### src/rtl/step_input_cond_if.sv
// step_input_cond_if
//   Groups the raw board-side inputs of the step conditioner and the
//   conditioned outputs that feed the board-level Mealy FSM.
//   Signals:
//     btn_raw  : raw step pushbutton (async, bouncy, active-high)
//     sw_raw   : raw slide switches (async)
//     rpt_en   : raw auto-repeat enable switch (async)
//     ctrl_out : one-cycle step strobe (to FSM ctrl_in)
//     sw_out   : captured switch value (to FSM sw_in)
//     step_cnt : count of strobes issued, wraps 255 -> 0
//   Modports:
//     master : board/stimulus side, drives the raw inputs
//     slave  : conditioner side, drives the conditioned outputs
interface step_input_cond_if;
   logic       btn_raw;
   logic [1:0] sw_raw;
   logic       rpt_en;
   logic       ctrl_out;
   logic [1:0] sw_out;
   logic [7:0] step_cnt;

   modport master (
      output btn_raw,
      output sw_raw,
      output rpt_en,
      input  ctrl_out,
      input  sw_out,
      input  step_cnt
   );

   modport slave (
      input  btn_raw,
      input  sw_raw,
      input  rpt_en,
      output ctrl_out,
      output sw_out,
      output step_cnt
   );
endinterface

### src/rtl/step_input_cond.sv
// step_input_cond
//   Conditions a raw step pushbutton and raw slide switches into the inputs
//   of the board-level Mealy FSM: a debounced one-cycle step strobe, a
//   switch value captured only when the strobe is launched, optional
//   auto-repeat while the button is held, and a strobe counter.
//   Ports:
//     clk   : system clock
//     reset : asynchronous, active-high reset
//     bus   : step_input_cond_if.slave (raw inputs in, conditioned outputs out)
//
//   state      | meaning
//   -----------+-----------------------------------------------------------
//   IDLE       | button released and accepted as released
//   PRESS_DB   | button seen high, waiting DB_CYCLES stable cycles to accept
//   HELD       | press accepted; counting towards the first auto-repeat
//   REPEAT     | auto-repeating; counting RPT_PERIOD between strobes
//   RELEASE_DB | button seen low, waiting DB_CYCLES stable cycles to accept
module step_input_cond #(
   parameter int DB_CYCLES  = 500000,
   parameter int RPT_DELAY  = 50000000,
   parameter int RPT_PERIOD = 10000000,
   parameter int CNT_W      = 26
) (
   input logic              clk,
   input logic              reset,
   step_input_cond_if.slave bus
);

   localparam logic [CNT_W-1:0] DB_LAST  = CNT_W'(DB_CYCLES - 1);
   localparam logic [CNT_W-1:0] RD_LAST  = CNT_W'(RPT_DELAY - 1);
   localparam logic [CNT_W-1:0] RP_LAST  = CNT_W'(RPT_PERIOD - 1);
   localparam logic [CNT_W-1:0] CNT_ONE  = CNT_W'(1);

   typedef enum logic [2:0] {
      IDLE       = 3'd0,
      PRESS_DB   = 3'd1,
      HELD       = 3'd2,
      REPEAT     = 3'd3,
      RELEASE_DB = 3'd4
   } state_t;

   logic [1:0]       btn_sync;
   logic [1:0]       rpt_sync;
   logic [1:0]       sw_sync1;
   logic [1:0]       sw_sync2;
   logic             btn_s;
   logic             rpt_s;
   logic [1:0]       sw_s;

   state_t           state;
   state_t           state_nxt;
   logic [CNT_W-1:0] cnt;
   logic [CNT_W-1:0] cnt_nxt;
   logic             fire;

   logic             ctrl_q;
   logic [1:0]       sw_q;
   logic [7:0]       step_cnt_q;

   // 2-FF synchronizers; nothing else touches the raw inputs
   always_ff @(posedge clk or posedge reset) begin
      if (reset) begin
         btn_sync <= 2'b00;
         rpt_sync <= 2'b00;
         sw_sync1 <= 2'b00;
         sw_sync2 <= 2'b00;
      end else begin
         btn_sync <= {btn_sync[0], bus.btn_raw};
         rpt_sync <= {rpt_sync[0], bus.rpt_en};
         sw_sync1 <= bus.sw_raw;
         sw_sync2 <= sw_sync1;
      end
   end

   assign btn_s = btn_sync[1];
   assign rpt_s = rpt_sync[1];
   assign sw_s  = sw_sync2;

   always_ff @(posedge clk or posedge reset) begin
      if (reset) begin
         state <= IDLE;
         cnt   <= '0;
      end else begin
         state <= state_nxt;
         cnt   <= cnt_nxt;
      end
   end

   always_comb begin
      state_nxt = state;
      cnt_nxt   = cnt;
      fire      = 1'b0;
      case (state)
         IDLE: begin
            if (btn_s) begin
               state_nxt = PRESS_DB;
               cnt_nxt   = '0;
            end
         end
         PRESS_DB: begin
            if (!btn_s) begin
               state_nxt = IDLE;
            end else if (cnt == DB_LAST) begin
               state_nxt = HELD;
               cnt_nxt   = '0;
               fire      = 1'b1;
            end else begin
               cnt_nxt = cnt + CNT_ONE;
            end
         end
         HELD: begin
            if (!btn_s) begin
               state_nxt = RELEASE_DB;
               cnt_nxt   = '0;
            end else if (rpt_s && (cnt == RD_LAST)) begin
               state_nxt = REPEAT;
               cnt_nxt   = '0;
               fire      = 1'b1;
            end else if (cnt < RD_LAST) begin
               // saturate so a long hold with repeat off never wraps
               cnt_nxt = cnt + CNT_ONE;
            end
         end
         REPEAT: begin
            if (!btn_s) begin
               state_nxt = RELEASE_DB;
               cnt_nxt   = '0;
            end else if (!rpt_s) begin
               // parked at the delay limit: re-enabling repeat fires at once
               state_nxt = HELD;
               cnt_nxt   = RD_LAST;
            end else if (cnt == RP_LAST) begin
               cnt_nxt = '0;
               fire    = 1'b1;
            end else begin
               cnt_nxt = cnt + CNT_ONE;
            end
         end
         RELEASE_DB: begin
            if (btn_s) begin
               // release bounce: back to held without a strobe
               state_nxt = HELD;
               cnt_nxt   = RD_LAST;
            end else if (cnt == DB_LAST) begin
               state_nxt = IDLE;
            end else begin
               cnt_nxt = cnt + CNT_ONE;
            end
         end
         default: begin
            state_nxt = IDLE;
            cnt_nxt   = '0;
         end
      endcase
   end

   always_ff @(posedge clk or posedge reset) begin
      if (reset) begin
         ctrl_q     <= 1'b0;
         sw_q       <= 2'b00;
         step_cnt_q <= 8'd0;
      end else begin
         ctrl_q <= fire;
         if (fire) begin
            sw_q       <= sw_s;
            step_cnt_q <= step_cnt_q + 8'd1;
         end
      end
   end

   assign bus.ctrl_out = ctrl_q;
   assign bus.sw_out   = sw_q;
   assign bus.step_cnt = step_cnt_q;

endmodule

### src/flat_wrapper.sv
// flat-port wrapper written by rule: the top's interface ports become plain ports
module step_input_cond_flat 
#(
   parameter int DB_CYCLES  = 500000,
   parameter int RPT_DELAY  = 50000000,
   parameter int RPT_PERIOD = 10000000,
   parameter int CNT_W      = 26
)
  (clk, reset, bus_btn_raw, bus_sw_raw, bus_rpt_en, bus_ctrl_out, bus_sw_out, bus_step_cnt);
  step_input_cond_if bus_i ();
  input logic clk;
  input logic reset;
  input wire logic [$bits(bus_i.btn_raw)-1:0] bus_btn_raw;
  input wire logic [$bits(bus_i.sw_raw)-1:0] bus_sw_raw;
  input wire logic [$bits(bus_i.rpt_en)-1:0] bus_rpt_en;
  output wire logic [$bits(bus_i.ctrl_out)-1:0] bus_ctrl_out;
  output wire logic [$bits(bus_i.sw_out)-1:0] bus_sw_out;
  output wire logic [$bits(bus_i.step_cnt)-1:0] bus_step_cnt;
  assign bus_i.btn_raw = bus_btn_raw;
  assign bus_i.sw_raw = bus_sw_raw;
  assign bus_i.rpt_en = bus_rpt_en;
  assign bus_ctrl_out = bus_i.ctrl_out;
  assign bus_sw_out = bus_i.sw_out;
  assign bus_step_cnt = bus_i.step_cnt;
  step_input_cond #(.DB_CYCLES(DB_CYCLES), .RPT_DELAY(RPT_DELAY), .RPT_PERIOD(RPT_PERIOD), .CNT_W(CNT_W)) u_core (.clk(clk), .reset(reset), .bus(bus_i));
endmodule
### config.mk
export PLATFORM = sky130hd
export DESIGN_NAME = step_input_cond_flat
export DESIGN_NICKNAME = d
export VERILOG_FILES = /design/src/rtl/step_input_cond_if.sv /design/src/rtl/step_input_cond.sv /design/src/flat_wrapper.sv
export SDC_FILE = /design/constraint.sdc
export NUM_CORES = 1
export LEC_CHECK = 0
export ABC_AREA = 1
export CORE_MARGIN = 2
export CORE_UTILIZATION = 45
export CTS_BUF_LIST = sky130_fd_sc_hd__clkbuf_8
export CTS_CLUSTER_DIAMETER = 40
export DETAILED_ROUTE_END_ITERATION = 16
export DONT_BUFFER_PORTS = 1
export PLACE_DENSITY = 0.63
export REMOVE_ABC_BUFFERS = 1
export SLEW_MARGIN = 30
export SYNTH_ARGS = -nofsm -noshare
export SYNTH_HDL_FRONTEND = slang
export SYNTH_SLANG_ARGS = --single-unit
### constraint.sdc
create_clock -name clk -period 4.3 [get_ports clk]
set_input_delay 0.215 -clock clk [delete_from_list [all_inputs] [get_ports clk]]
set_output_delay 0.215 -clock clk [all_outputs]
set_load 0.01 [all_outputs]
==> results.yml, run 1 <==
global_route:
  grt_util_all_layers_pct: 27.20
  grt_pass1_vias: 3829
  grt_pass1_wl_mm: 19.23
  antenna_found_initial: 0
  overflow: 0
  grt_start_max_net_pins: 49
die:
  start_util_pct: 46.46
  ios: 17
  dieHeight_um: 96.11
  dieArea_um2: 9236
  fp.dieW_um: 96.11
  rows: 33
  core_area_um2: 8217
drt:
  via_count: 3986
  firstDrtPassIters: 5
  ant_nets: 0
  drt-wirelength-per-cell_um: 16.24
  wirelength_mm: 11.63
  drtIter0Drc: 305
  avgViaCountPerCell: 5.567
  drc_errors: 0
cts:
  path_clk_slew_ns: 0.10
  cts_buffers: 5
  insertion_delay_ns: 0.32
  cts.sinks: 48
  cts_tree: "done"
  htreeDepth: 2
  clock_path_buffers: 2
  cts_root_buf: "clkbuf_8"
yosys:
  synthFlopType: "dfrtp_1"
  synth_area_leader_cell: "dfrtp_1"
  synth.area.top_cells: "dfrtp_1 31%, nand2_1 23%, nand3_1 7.2%, inv_1 5.7%, nor2_1 5.7%"
  synth_most_common_cell: "nand2_1"
  synth_top_area_share_pct: 31.47
  yosysSeqAreaShare_pct: 31.47
  synthCells: 612
  synth_area_um2: 3817
  syn_area_per_cell_um2: 6.238
  synth_edf_count: 0
  async_reset_ff_share_pct: 100.0
  synth.distinct_cells: 30
  synth-seq-cells: 48
  synth.top_cells.by_count: "233 x nand2_1, 58 x inv_1, 58 x nor2_1, 55 x nand3_1, 48 x dfrtp_1"
  ys.warnings.count: 0
sta:
  fin_crit_ns: 2.553
  timing.final.ws_setup_ns: 1.747
  finalMaxSlewViolations: 0
  relSlewSlack_pct: 58.98
  hold_viol_final: 0
  finalSetupViolCount: 0
  rsz0062_at_grt: "no"
  max_freq_ghz: 0.3916
  post-route-period-util_pct: 59.38
  finalSetupTns_ns: 0
  finalClockSkew_ns: 0.009312
  worstMarginPinSlew_ns: 0.6152
pwr:
  p_sw_share_pct: 44.74
  p_seq_share_pct: 36.5
  p_leak_nw: 2.054
  power.switching_uw: 743.9
  p_per_area_nw_per_um2: 410.8
  total_power_mw: 1.663
  clockPowerShare_pct: 25.0
  p_comb_share_pct: 38.5
  ir_worst_vdd_mv: 0.2118
  intPower_uw: 919.0
placement:
  numPortBuffers: 0
  placed_cells: 703
  place_ws_ns: 1.798
  dpl.hpwl_mm: 8.660
  gp_congestion: 1.068
final_layout:
  diodes: 0
  layout.area.seq_um2: 1201
  syn2layout_area_growth_pct: 6.031
  stdcell_count: 716
  final_util_pct: 49.26
  fillers: 862
  nNetsFinal: 618
  multi_input_area_um2: 2258
  drive_above_1_share_pct: 8.347
worst_setup_path:
  cp_cell_sequence: "ha_1, nand2_1, nor2_2, nand2_2, nor2_8, a21boi_1, nand2_2, nand2_2, inv_2, o21ai_0, o21ai_1"
  crit_arrival_ns: 2.79
  cp_common_cell: "nand2_2"
  slowest_stage: "inv_2"
  cp.required_ns: 4.54
  critical_path_buf_inv_count: 1
  cp_max_fo: 24
  cpPeakStageDelay_ns: 0.48
  critPathLaunchType: "flip-flop"
  endpoint_kind: "flip-flop"
  crit_family: "simple AND/OR/NAND/NOR gates"
  criticalPathCategory: "reg2reg"
status:
  outcome: "finished, final reports clean"
run:
  maxCapViolCount: 0
worst_hold_path:
  hold_class: "reg2reg"
==> metal layers <==
| layer | wire length (um) | global-route usage (%) | part of all wire [%] |
|---|---|---|---|
| met5 | 0 | 0 | 0 |
| met4 | 387 | 11.90 | 3.3 |
| met3 | 640 | 3.132 | 5.5 |
| met1 | 5183 | 35.77 | 45 |
| met2 | 5416 | 44.97 | 47 |
==> power by group through the flow <==
| stage | clock, mW | sequential [mW] | combinational, mW |
|---|---|---|---|
| 6_report | 0.416 | 0.607 | 0.640 |
| 4_1_cts | 0.426 | 0.603 | 0.636 |
| 3_5_place_dp | 0 | 0.612 | 0.629 |
| 3_3_place_gp | 0 | 0.611 | 0.623 |
| 2_1_floorplan | 0 | 0.589 | 0.456 |
| 5_1_grt | 0.440 | 0.617 | 0.726 |
==> worst paths after layout <==
path / startpoint / endpoint / slack, ns / cells past startpoint
setup / recovery: u_core.cnt[0]$_DFFE_PP0P_ / u_core.cnt[6]$_DFFE_PP0P_ / 1.75 / 11
max in group asynchronous: reset / u_core.state[1]$_DFFE_PP0P_ / 3.43 / 2
hold reg to reg: u_core.sw_sync1[0]$_DFF_PP0_ / u_core.sw_s[0]$_DFF_PP0_ / 0.36 / 0
setup reg to reg: u_core.cnt[0]$_DFFE_PP0P_ / u_core.cnt[6]$_DFFE_PP0P_ / 1.75 / 11
min in group asynchronous: reset / u_core.cnt[20]$_DFFE_PP0P_ / 0.46 / 2
hold / removal: u_core.sw_sync1[0]$_DFF_PP0_ / u_core.sw_s[0]$_DFF_PP0_ / 0.36 / 0
==> layout make-up <==
type | instances | area share (%)
Clock buffer | 5 | 1.700
Clock inverter | 3 | 1.700
Inverter | 67 | 6.275
Multi-Input combinational cell | 481 | 55.80
Sequential cell | 48 | 29.68
Tap cell | 105 | 3.246
Timing Repair Buffer | 7 | 1.607
==> stage by stage <==
step / cell area, um2 / hold WS (ns)
global route: 4048 / 0.3697
detailed placement: 3860 / 0.2204
global placement: 3857 / 0.2465
CTS: 4048 / 0.3612
finish: 4048 / 0.3581
floorplan: 3711 / 0.2464
==> sequential cells by signal (all words and copies together) (netlist names) <==
signal	flops
u_core.cnt	26
u_core.bus.step_cnt	8
u_core.state	3
u_core.btn_sync	2
u_core.bus.sw_out	2
u_core.rpt_sync	2
u_core.sw_s	2
u_core.sw_sync1	2
u_core.bus.ctrl_out	1
==> cells in the final DEF (no fill, tap or decap), types with 3 or more instances in the layout <==
cell           instances
nor3_1                10
nand4_1               31
dfrtp_1               48
nand3_1               55
nand2_2               11
nand3b_1               3
nor2_4                 3
inv_2                  9
xor2_1                 9
o21ai_0               23
a21oi_1                8
o21ai_1               12
nand2_1              233
nand3_2                4
dlygate4sd3_1          5
xnor2_1                3
nor2_1                58
clkbuf_8               5
inv_1                 57
nor2_2                10
==> repair_timing <==
item	4_1_cts	5_1_grt
hold buffers	5	0
resized for setup	0	0
hold endpoints to repair	52	0
buffers inserted	0	0
==> cells by family (layout without fill, tap and decap cells) <==
kind of cell               count (synthesis)  count (layout)  share of synthesized area, %
and+or+nand+nor                          422             422                         49.72
buffers and inverters                     83              82                         9.374
DFF                                       48              48                         31.47
AOI/OAI and AO/OA                         45              45                         6.031
xor gates and xnor gates                  12              12                         2.753
adders and majority gates                  2               2                        0.6554
Note: power is estimated with default switching activity, not from simulation.
==> inputs of run 2 (changes only) <==
==> constraint.sdc (replaced) <==
create_clock -name clk -period 2.65 [get_ports clk]
set_input_delay 0.1325 -clock clk [delete_from_list [all_inputs] [get_ports clk]]
set_output_delay 0.1325 -clock clk [all_outputs]
set_load 0.01 [all_outputs]
==> results.yml, run 2 (synthesis results as in run 1) <==
worst_setup_path:
  critical_path_buf_inv_count: 0
  cp_common_cell: "nand2_1"
  cp_max_fo: 8
  endpoint_kind: "flip-flop"
  crit_start: "u_core.cnt[0]$_DFFE_PP0P_"
  r2r-start: "u_core.cnt[0]$_DFFE_PP0P_"
  cp.required_ns: 2.85
  crit_family: "simple AND/OR/NAND/NOR gates"
  slowest_stage: "dfrtp_1"
  cp_cell_sequence: "ha_1, nand2_1, nor2_2, nand2_2, nor2_8, nand3_2, nand2_1, nand4_1, nand3b_1, o21ai_1"
  critical_path_depth: 10
  crit_arrival_ns: 2.52
  criticalPathCategory: "reg2reg"
  reg2regPathDepth: 10
  critPathLaunchType: "flip-flop"
  cpPeakStageDelay_ns: 0.42
pwr:
  power.switching_mw: 1.190
  ir_worst_vdd_mv: 0.2794
  p_leak_nw: 2.076
  p_seq_share_pct: 36.3
  total_power_mw: 2.697
  clockPowerShare_pct: 25.0
  intPower_mw: 1.507
  p_sw_share_pct: 44.11
  p_per_area_nw_per_um2: 661.3
  p_comb_share_pct: 38.7
worst_hold_path:
  hold_class: "reg2reg"
  holdCritStartpoint: "u_core.rpt_sync[0]$_DFF_PP0_"
  min_path_cells: 0
final_layout:
  layout.area.seq_um2: 1201
  syn2layout_area_growth_pct: 6.817
  diodes: 0
  final_common_cell: "nand2_1"
  nNetsFinal: 622
  multi_input_area_um2: 2258
  final_util_pct: 49.63
  largest_reg_flops: 26
  mostFrequentLayoutCells: "233 x nand2_1, 58 x nor2_1, 57 x inv_1"
  drive_above_1_share_pct: 8.943
  largest_register: "u_core.cnt"
  fillers: 848
sta:
  post-route-period-util_pct: 87.60
  rsz0062_at_grt: "no"
  relSlewSlack_pct: 59.07
  finalClockSkew_ns: 0.01694
  timing.final.ws_setup_ns: 0.3286
  finalSetupViolCount: 0
  fin_crit_ns: 2.321
  finalMaxSlewViolations: 0
  hold_viol_final: 0
  holdWs_ns: 0.3545
  finalSetupTns_ns: 0
  max_freq_ghz: 0.4308
  worstMarginPinSlew_ns: 0.6139
drt:
  drtIter0Drc: 349
  drt-wirelength-per-cell_um: 15.57
  via_count: 4036
  avgViaCountPerCell: 5.606
  wirelength_mm: 11.21
  firstDrtPassIters: 5
  drc_errors: 0
  ant_nets: 0
global_route:
  grt_start_max_net_pins: 49
  antenna_found_initial: 0
  overflow: 0
  grt_pass1_wl_mm: 18.40
  grt_pass1_vias: 3751
  grt_util_all_layers_pct: 25.85
cts:
  cts.sinks: 48
  postCtsSetupBuffers: 0
  path_clk_slew_ns: 0.10
  cts_root_buf: "clkbuf_8"
  htreeDepth: 2
  cts_tree: "done"
  insertion_delay_ns: 0.32
  clock_path_buffers: 2
  cts_buffers: 5
die:
  rows: 33
  dieHeight_um: 96.11
  ios: 17
  dieArea_um2: 9236
  core_area_um2: 8217
  fp.dieW_um: 96.11
  start_util_pct: 46.46
run:
  maxCapViolCount: 0
status:
  outcome: "finished, final reports clean"
placement:
  numPortBuffers: 0
  dpl.hpwl_mm: 8.334
  place_ws_ns: 0.3696
  gp_congestion: 1.004
==> run 2: power groups by stage <==
stage | Clock (mW) | Combinational, mW | Sequential, mW
finish | 0.673 | 1.04 | 0.979
global route | 0.714 | 1.16 | 0.996
CTS | 0.689 | 1.04 | 0.975
detailed placement | 0 | 1.03 | 0.989
global placement | 0 | 1.02 | 0.990
floorplan | 0 | 0.740 | 0.955
==> run 2: final cells by class <==
class	instances	area share, %
Clock inverter	3	1.688
Tap cell	105	3.222
Sequential cell	48	29.46
Timing Repair Buffer	11	2.332
Inverter	67	6.229
Clock buffer	5	1.688
Multi-Input combinational cell	481	55.39
==> run 2: layer usage <==
layer / wire length, um / share of wire, % / GRT usage, % / vias to the layer above
li1: - / - / - / 1959
met1: 4995 / 45 / 32.94 / 1892
met2: 5235 / 47 / 44.16 / 159
met3: 667 / 6.0 / 3.915 / 26
met4: 308 / 2.7 / 9.524 / 0
met5: 0 / 0 / 0 / -
==> run 2: worst paths after layout <==
check                                                     to  slack, ns
max in group asynchronous          u_core.cnt[4]$_DFFE_PP0P_       1.86
min in group asynchronous         u_core.cnt[14]$_DFFE_PP0P_       0.37
worst min-delay path            u_core.rpt_sync[1]$_DFF_PP0_       0.35
worst min register to register  u_core.rpt_sync[1]$_DFF_PP0_       0.35
worst max register to register    u_core.cnt[18]$_DFFE_PP0P_       0.33
worst max-delay path              u_core.cnt[18]$_DFFE_PP0P_       0.33
==> run 2: per-stage QoR <==
stage               area [um2]  cells
floorplan                 3711    596
global placement          3887    707
detailed placement        3890    707
CTS                       4078    720
global route              4078    720
finish                    4078    720
==> run 2: worst reg2reg max path, stage by stage, from the launching register on <==
cell and delay [ns]:
dfrtp_1 0.42, ha_1 0.19, nand2_1 0.11, nor2_2 0.16
nand2_2 0.15, nor2_8 0.17, nand3_2 0.24, nand2_1 0.15
nand4_1 0.32, nand3b_1 0.21, o21ai_1 0.09
==> run 2: repair_timing <==
item / 4_1_cts / 5_1_grt
resized for setup: 0 / 0
hold buffers: 5 / 0
hold endpoints to repair: 52 / 0
